## src/rtl/lcd_pkg.sv

```systemverilog
// Shared definitions for the LCD zoom controller: command codes, FSM states,
// display modes and a width helper for counters.
package lcd_pkg;

  typedef enum logic [2:0] {
    CMD_LOAD     = 3'd0,
    CMD_ZOOM_IN  = 3'd1,
    CMD_ZOOM_FIT = 3'd2,
    CMD_SHIFT_R  = 3'd3,
    CMD_SHIFT_L  = 3'd4,
    CMD_SHIFT_U  = 3'd5,
    CMD_SHIFT_D  = 3'd6,
    CMD_MIRROR   = 3'd7
  } cmd_e;

  typedef enum logic [1:0] {
    ST_IDLE,
    ST_LOAD,
    ST_EXEC,
    ST_OUT
  } state_e;

  typedef enum logic {
    MODE_FIT,
    MODE_ZOOM
  } mode_e;

  // Bits needed to hold values 0..n-1; a one-value range still gets one bit.
  function automatic int cw(input int n);
    return (n > 1) ? $clog2(n) : 1;
  endfunction

endpackage

```

## src/rtl/lcd_img_buf.sv

```systemverilog
// Image frame store: one write port (synchronous), one combinational read port.
module lcd_img_buf #(
  parameter int DW    = 8,
  parameter int DEPTH = 108,
  parameter int AW    = 7
) (
  input  logic          clk,
  input  logic          i_we,
  input  logic [AW-1:0] i_waddr,
  input  logic [DW-1:0] i_wdata,
  input  logic [AW-1:0] i_raddr,
  output logic [DW-1:0] o_rdata
);

  logic [DW-1:0] r_mem [DEPTH];

  // NOTE: the frame store has no reset; contents survive a reset so a partly
  // loaded frame keeps whatever pixels were already written.
  always_ff @(posedge clk) begin
    if (i_we) r_mem[i_waddr] <= i_wdata;
  end

  assign o_rdata = r_mem[i_raddr];

endmodule

```

## src/rtl/lcd_zoom_ctrl.sv

```systemverilog
// LCD zoom controller: loads a frame, then emits a WIN x WIN window either as a
// decimated full view (FIT) or a 1:1 movable crop (ZOOM), optionally mirrored.
module lcd_zoom_ctrl
  import lcd_pkg::*;
#(
  parameter int DW    = 8,
  parameter int IMG_H = 9,
  parameter int IMG_W = 12,
  parameter int WIN   = 4
) (
  input  logic          clk,
  input  logic          reset_n,
  input  logic [2:0]    cmd,
  input  logic          cmd_valid,
  input  logic [DW-1:0] datain,
  output logic          busy,
  output logic [DW-1:0] dataout,
  output logic          output_valid,
  input  logic          output_ready
);

  localparam int NPIX    = IMG_H * IMG_W;
  localparam int AW      = cw(NPIX);
  localparam int WW      = cw(WIN);
  localparam int RW      = cw(IMG_H - WIN + 1);
  localparam int CW      = cw(IMG_W - WIN + 1);
  localparam int RS      = IMG_H / WIN;
  localparam int CS      = IMG_W / WIN;
  localparam int ROW_MAX = IMG_H - WIN;
  localparam int COL_MAX = IMG_W - WIN;
  localparam int ORG_R   = IMG_H / 2 - WIN / 2;
  localparam int ORG_C   = IMG_W / 2 - WIN / 2;

  if (WIN < 1 || WIN > IMG_H || WIN > IMG_W) begin : g_bad_win
    $error("lcd_zoom_ctrl: WIN must satisfy 1 <= WIN <= IMG_H and WIN <= IMG_W");
  end

  state_e        r_state, w_state_nxt;
  cmd_e          r_cmd;
  mode_e         r_mode;
  logic          r_mirror;
  logic [RW-1:0] r_orow;
  logic [CW-1:0] r_ocol;
  logic [AW-1:0] r_ld_cnt;
  logic [WW-1:0] r_oi, r_oj;

  logic          w_ld_last, w_out_fire, w_out_last;
  logic [WW-1:0] w_col_idx;
  logic [AW-1:0] w_row, w_col, w_rd_addr;
  logic [DW-1:0] w_rd_data;

  assign w_ld_last  = (r_ld_cnt == AW'(NPIX - 1));
  assign w_out_fire = output_valid && output_ready;
  assign w_out_last = (r_oi == WW'(WIN - 1)) && (r_oj == WW'(WIN - 1));

  // Mirror swaps window columns; FIT samples the centre of each RS x CS cell.
  assign w_col_idx = r_mirror ? (WW'(WIN - 1) - r_oj) : r_oj;
  assign w_row     = (r_mode == MODE_ZOOM) ? (AW'(r_orow) + AW'(r_oi))
                                           : (AW'(RS / 2) + AW'(r_oi) * AW'(RS));
  assign w_col     = (r_mode == MODE_ZOOM) ? (AW'(r_ocol) + AW'(w_col_idx))
                                           : (AW'(CS / 2) + AW'(w_col_idx) * AW'(CS));
  assign w_rd_addr = w_row * AW'(IMG_W) + w_col;

  lcd_img_buf #(
    .DW    (DW),
    .DEPTH (NPIX),
    .AW    (AW)
  ) u_img_buf (
    .clk     (clk),
    .i_we    (r_state == ST_LOAD),
    .i_waddr (r_ld_cnt),
    .i_wdata (datain),
    .i_raddr (w_rd_addr),
    .o_rdata (w_rd_data)
  );

  assign busy         = (r_state != ST_IDLE);
  assign output_valid = (r_state == ST_OUT);
  assign dataout      = output_valid ? w_rd_data : '0;

  // NOTE: state and datapath registers use non-blocking assignments so every
  // flop samples pre-edge values regardless of statement order.
  always_ff @(posedge clk or negedge reset_n) begin
    if (!reset_n) r_state <= ST_IDLE;
    else          r_state <= w_state_nxt;
  end

  // NOTE: the default at the top keeps every path assigned, so no latch forms.
  always_comb begin
    w_state_nxt = r_state;
    unique case (r_state)
      ST_IDLE: if (cmd_valid) w_state_nxt = (cmd == CMD_LOAD) ? ST_LOAD : ST_EXEC;
      ST_LOAD: if (w_ld_last) w_state_nxt = ST_OUT;
      ST_EXEC: w_state_nxt = ST_OUT;
      ST_OUT:  if (w_out_fire && w_out_last) w_state_nxt = ST_IDLE;
      default: w_state_nxt = ST_IDLE;
    endcase
  end

  always_ff @(posedge clk or negedge reset_n) begin
    if (!reset_n) begin
      r_cmd    <= CMD_LOAD;
      r_mode   <= MODE_FIT;
      r_mirror <= 1'b0;
      r_orow   <= RW'(ORG_R);
      r_ocol   <= CW'(ORG_C);
      r_ld_cnt <= '0;
      r_oi     <= '0;
      r_oj     <= '0;
    end else begin
      unique case (r_state)
        ST_IDLE: if (cmd_valid) r_cmd <= cmd_e'(cmd);
        ST_LOAD: begin
          if (w_ld_last) begin
            r_ld_cnt <= '0;
            r_mode   <= MODE_FIT;
            r_mirror <= 1'b0;
            r_orow   <= RW'(ORG_R);
            r_ocol   <= CW'(ORG_C);
          end else begin
            r_ld_cnt <= r_ld_cnt + AW'(1);
          end
        end
        ST_EXEC: begin
          // Shifts only move the crop in ZOOM and stop dead at the frame edge.
          unique case (r_cmd)
            CMD_ZOOM_IN: if (r_mode == MODE_FIT) begin
              r_mode <= MODE_ZOOM;
              r_orow <= RW'(ORG_R);
              r_ocol <= CW'(ORG_C);
            end
            CMD_ZOOM_FIT: r_mode <= MODE_FIT;
            CMD_SHIFT_R: if (r_mode == MODE_ZOOM && r_ocol != CW'(COL_MAX)) r_ocol <= r_ocol + CW'(1);
            CMD_SHIFT_L: if (r_mode == MODE_ZOOM && r_ocol != '0)           r_ocol <= r_ocol - CW'(1);
            CMD_SHIFT_U: if (r_mode == MODE_ZOOM && r_orow != '0)           r_orow <= r_orow - RW'(1);
            CMD_SHIFT_D: if (r_mode == MODE_ZOOM && r_orow != RW'(ROW_MAX)) r_orow <= r_orow + RW'(1);
            CMD_MIRROR:  r_mirror <= ~r_mirror;
            default: ;
          endcase
        end
        ST_OUT: begin
          if (w_out_fire) begin
            if (r_oj == WW'(WIN - 1)) begin
              r_oj <= '0;
              r_oi <= (r_oi == WW'(WIN - 1)) ? '0 : r_oi + WW'(1);
            end else begin
              r_oj <= r_oj + WW'(1);
            end
          end
        end
        default: ;
      endcase
    end
  end

endmodule

```

## config.mk

```make
export PLATFORM = sky130hd
export DESIGN_NAME = lcd_zoom_ctrl
export DESIGN_NICKNAME = d
export VERILOG_FILES = /design/src/rtl/lcd_pkg.sv /design/src/rtl/lcd_img_buf.sv /design/src/rtl/lcd_zoom_ctrl.sv
export SDC_FILE = /design/constraint.sdc
export NUM_CORES = 1
export LEC_CHECK = 0
export BUFFER_PORTS_ARGS = -buffer_cell sky130_fd_sc_hd__clkbuf_2
export CORE_MARGIN = 4
export CORE_UTILIZATION = 68
export DETAILED_ROUTE_END_ITERATION = 8
export GPL_TIMING_DRIVEN = 0
export PLACE_DENSITY_LB_ADDON = 0.1
export SYNTH_ARGS = -nofsm -noshare
export SYNTH_HDL_FRONTEND = slang
export SYNTH_SLANG_ARGS = --single-unit
```

## constraint.sdc

```tcl
create_clock -name clk -period 7.5 [get_ports clk]
set_input_delay 1.5 -clock clk [delete_from_list [all_inputs] [get_ports clk]]
set_output_delay 1.5 -clock clk [all_outputs]
set_load 0.02 [all_outputs]
```

==> results.json <==
{
  "die_w_um": 238,
  "clock-sinks": 889,
  "clock_skew_ps": 22.8,
  "worst-endpoint-arrival_ps": 6080,
  "port_buffers": 24,
  "grt_pass1_wl_mm": 141,
  "fp.dieArea_um2": 56500,
  "syn_nets": 2157,
  "cp.required_ps": 6000,
  "first_pass_iters": 6,
  "ios": 25,
  "grt_max_degree": 99,
  "clk_pin_slew_ps": 60,
  "yosys_most_used_dff": "edfxtp_1",
  "fin_tns_setup_ps": -78.5,
  "hold_path_class": "flip-flop to flip-flop",
  "place_area_um2": 37100,
  "yosys_warnings": 0,
  "status": "finished with violations",
  "vias": 21400,
  "ys_seq_area_frac": 0.740,
  "rows": 83,
  "syn-cell-area_um2": 35900,
  "final_area_um2": 40100,
  "grt_pass1_vias": 21000,
  "viasPerCell": 7.19,
  "yosysUniqueCellTypes": 74,
  "min_period_over_period": 1.01,
  "drv_slew": 0,
  "grtUsageTotal": 0.348,
  "end_kind": "primary output",
  "cp-start-kind": "flip-flop",
  "ctsHtreeMaxLevel": 3,
  "setup_ws_ps": -78.5,
  "antenna_left": 0,
  "max-cap-violations": 0,
  "numCtsBuffers": 85,
  "critPathMaxFanout": 10,
  "dpl.hpwl_mm": 62.8,
  "wl_mm": 97.6,
  "pre_cts_ws_ps": -148,
  "cts_tree": "yes",
  "violations": "setup timing",
  "gp_congestion": 0.998,
  "postCtsSetupRepairBufs": 0,
  "drive_gt1_frac": 0.182,
  "ys_ff_latch": 889,
  "die_y_um": 238,
  "nFillCells": 2759,
  "cts_hold_buf": 0,
  "gr-total-overflow": 0,
  "postSynthCellCount": 2116,
  "clkLatencyLatePin_ps": 650,
  "finalSetupViolations": 1,
  "period_needed_ps": 7580,
  "synth_edf_count": 864,
  "initialDrtViolationCount": 3793,
  "nets": 2273,
  "clockBufferDepth": 3,
  "syn2layout_area_growth_pct": 11.6,
  "initial_core_util": 0.693,
  "worst_pin_slew_ps": 1380,
  "core_area_um2": 51800,
  "clock.fmax_mhz": 132,
  "crit_type": "flip-flop to primary output",
  "max_slew_margin": 0.0747,
  "wl_per_cell_um": 32.7,
  "finalHoldViolations": 0,
  "async_flop_share": 0.0281,
  "route.detailed.drc": 0,
  "syn_area_per_cell_um2": 17.0,
  "cts-root-buf": "clkbuf_16",
  "antenna_found_initial": 3
}
[metal layers]
metal | wire (um) | track usage
met5 | 8 | 0
met4 | 5470 | 0.156
met1 | 34000 | 0.484
met2 | 44000 | 0.515
met3 | 14200 | 0.117
[registers in the layout (all words and copies together) (netlist names), 2 cells and up]
| signal | flops |
|---|---|
| u_img_buf.r_mem | 864 |
| r_ld_cnt | 7 |
| r_ocol | 4 |
| r_cmd | 3 |
| r_orow | 3 |
| r_oi | 2 |
| r_oj | 2 |
| r_state | 2 |
[layout make-up]
cell class | count | area [um2] | area share
multi-input combinational | 1089 | 8840 | 0.221
tap | 680 | 851 | 0.0212
clock buffer | 101 | 2250 | 0.0562
antenna | 2 | 5.00 | 0.000125
timing repair buffer | 32 | 338 | 0.00843
clock inverter | 54 | 474 | 0.0118
inverter | 19 | 71.3 | 0.00178
buffer | 116 | 667 | 0.0166
sequential | 889 | 26600 | 0.663
[logic make-up after synthesis]
| group | after synthesis | share of synthesized area |
|---|---|---|
| multiplexers | 177 | 0.0981 |
| AO/OA/AOI/OAI | 264 | 0.0542 |
| AND/OR/NAND/NOR | 603 | 0.0718 |
| XOR/XNOR | 18 | 0.00561 |
| buffers and inverters | 138 | 0.0199 |
| flip-flops | 889 | 0.740 |
| adder cells (fa/ha/maj) | 27 | 0.0104 |
[final timing paths]
kind,from,to,slack (ps),depth (start not counted)
worst max-delay path,r_mirror,dataout[7],-80,15
worst min-delay path,r_orow[1],r_orow[1],560,2
worst max register to register,r_state[1],u_img_buf.r_mem[17][2],4040,6
worst min register to register,r_orow[1],r_orow[1],560,2
max in group asynchronous,reset_n,r_ocol[0],6120,1
min in group asynchronous,reset_n,r_ld_cnt[5],920,1
[cell usage after synthesis (22+ instances only)]
master	number	share of area
edfxtp_1	864	0.72
nand2_1	296	0.031
nor2_1	149	0.016
mux4_2	139	0.087
nand3_1	70	0.0098
a21oi_1	69	0.0096
clkbuf_1	48	0.0050
buf_2	33	0.0046
mux2i_1	30	0.0084
dfrtp_1	23	0.016
a22oi_1	22	0.0046
and3_1	22	0.0038
o21ai_0	22	0.0031
[critical path, stage by stage, from the launching register on]
cell and delay (ps):
dfrtp_1 510, xor2_2 290, ha_1 220, inv_1 60
fa_1 420, xnor2_1 140, mux2_2 270, ha_1 370
clkbuf_1 740, clkdlybuf4s15_2 640, nand2_1 150, a21oi_1 400
o41ai_2 200, o311a_1 270, a311oi_1 500, clkbuf_2 260
[cells in the final DEF, fill, tap and decap left out, types with 29 or more instances in the layout]
master,count
mux2i_1,29
clkbuf_16,88
clkbuf_1,49
nand3_1,70
a21oi_1,68
edfxtp_1,864
mux4_2,139
nand2_1,294
nor2_1,145
buf_2,34
[stage by stage]
step / std cells / hold slack (ps) / utilization
final: 2982 / 560 / 0.773
after global routing: 2980 / 588 / 0.773
after CTS: 2982 / 562 / 0.771
after detailed placement: 2828 / 558 / 0.716
after global placement: 2820 / 528 / 0.712
after floorplan: 2116 / 499 / -
[timing repair]
item / in CTS / in global routing
resized for setup: 30 / 31
setup endpoints to repair: 8 / 7
pin swaps: 0 / 3
hold endpoints to repair: 0 / 0
Power is left out: the tool's default activity adds up to more than one toggle a clock period on the data nets, which glitch-free logic cannot reach.
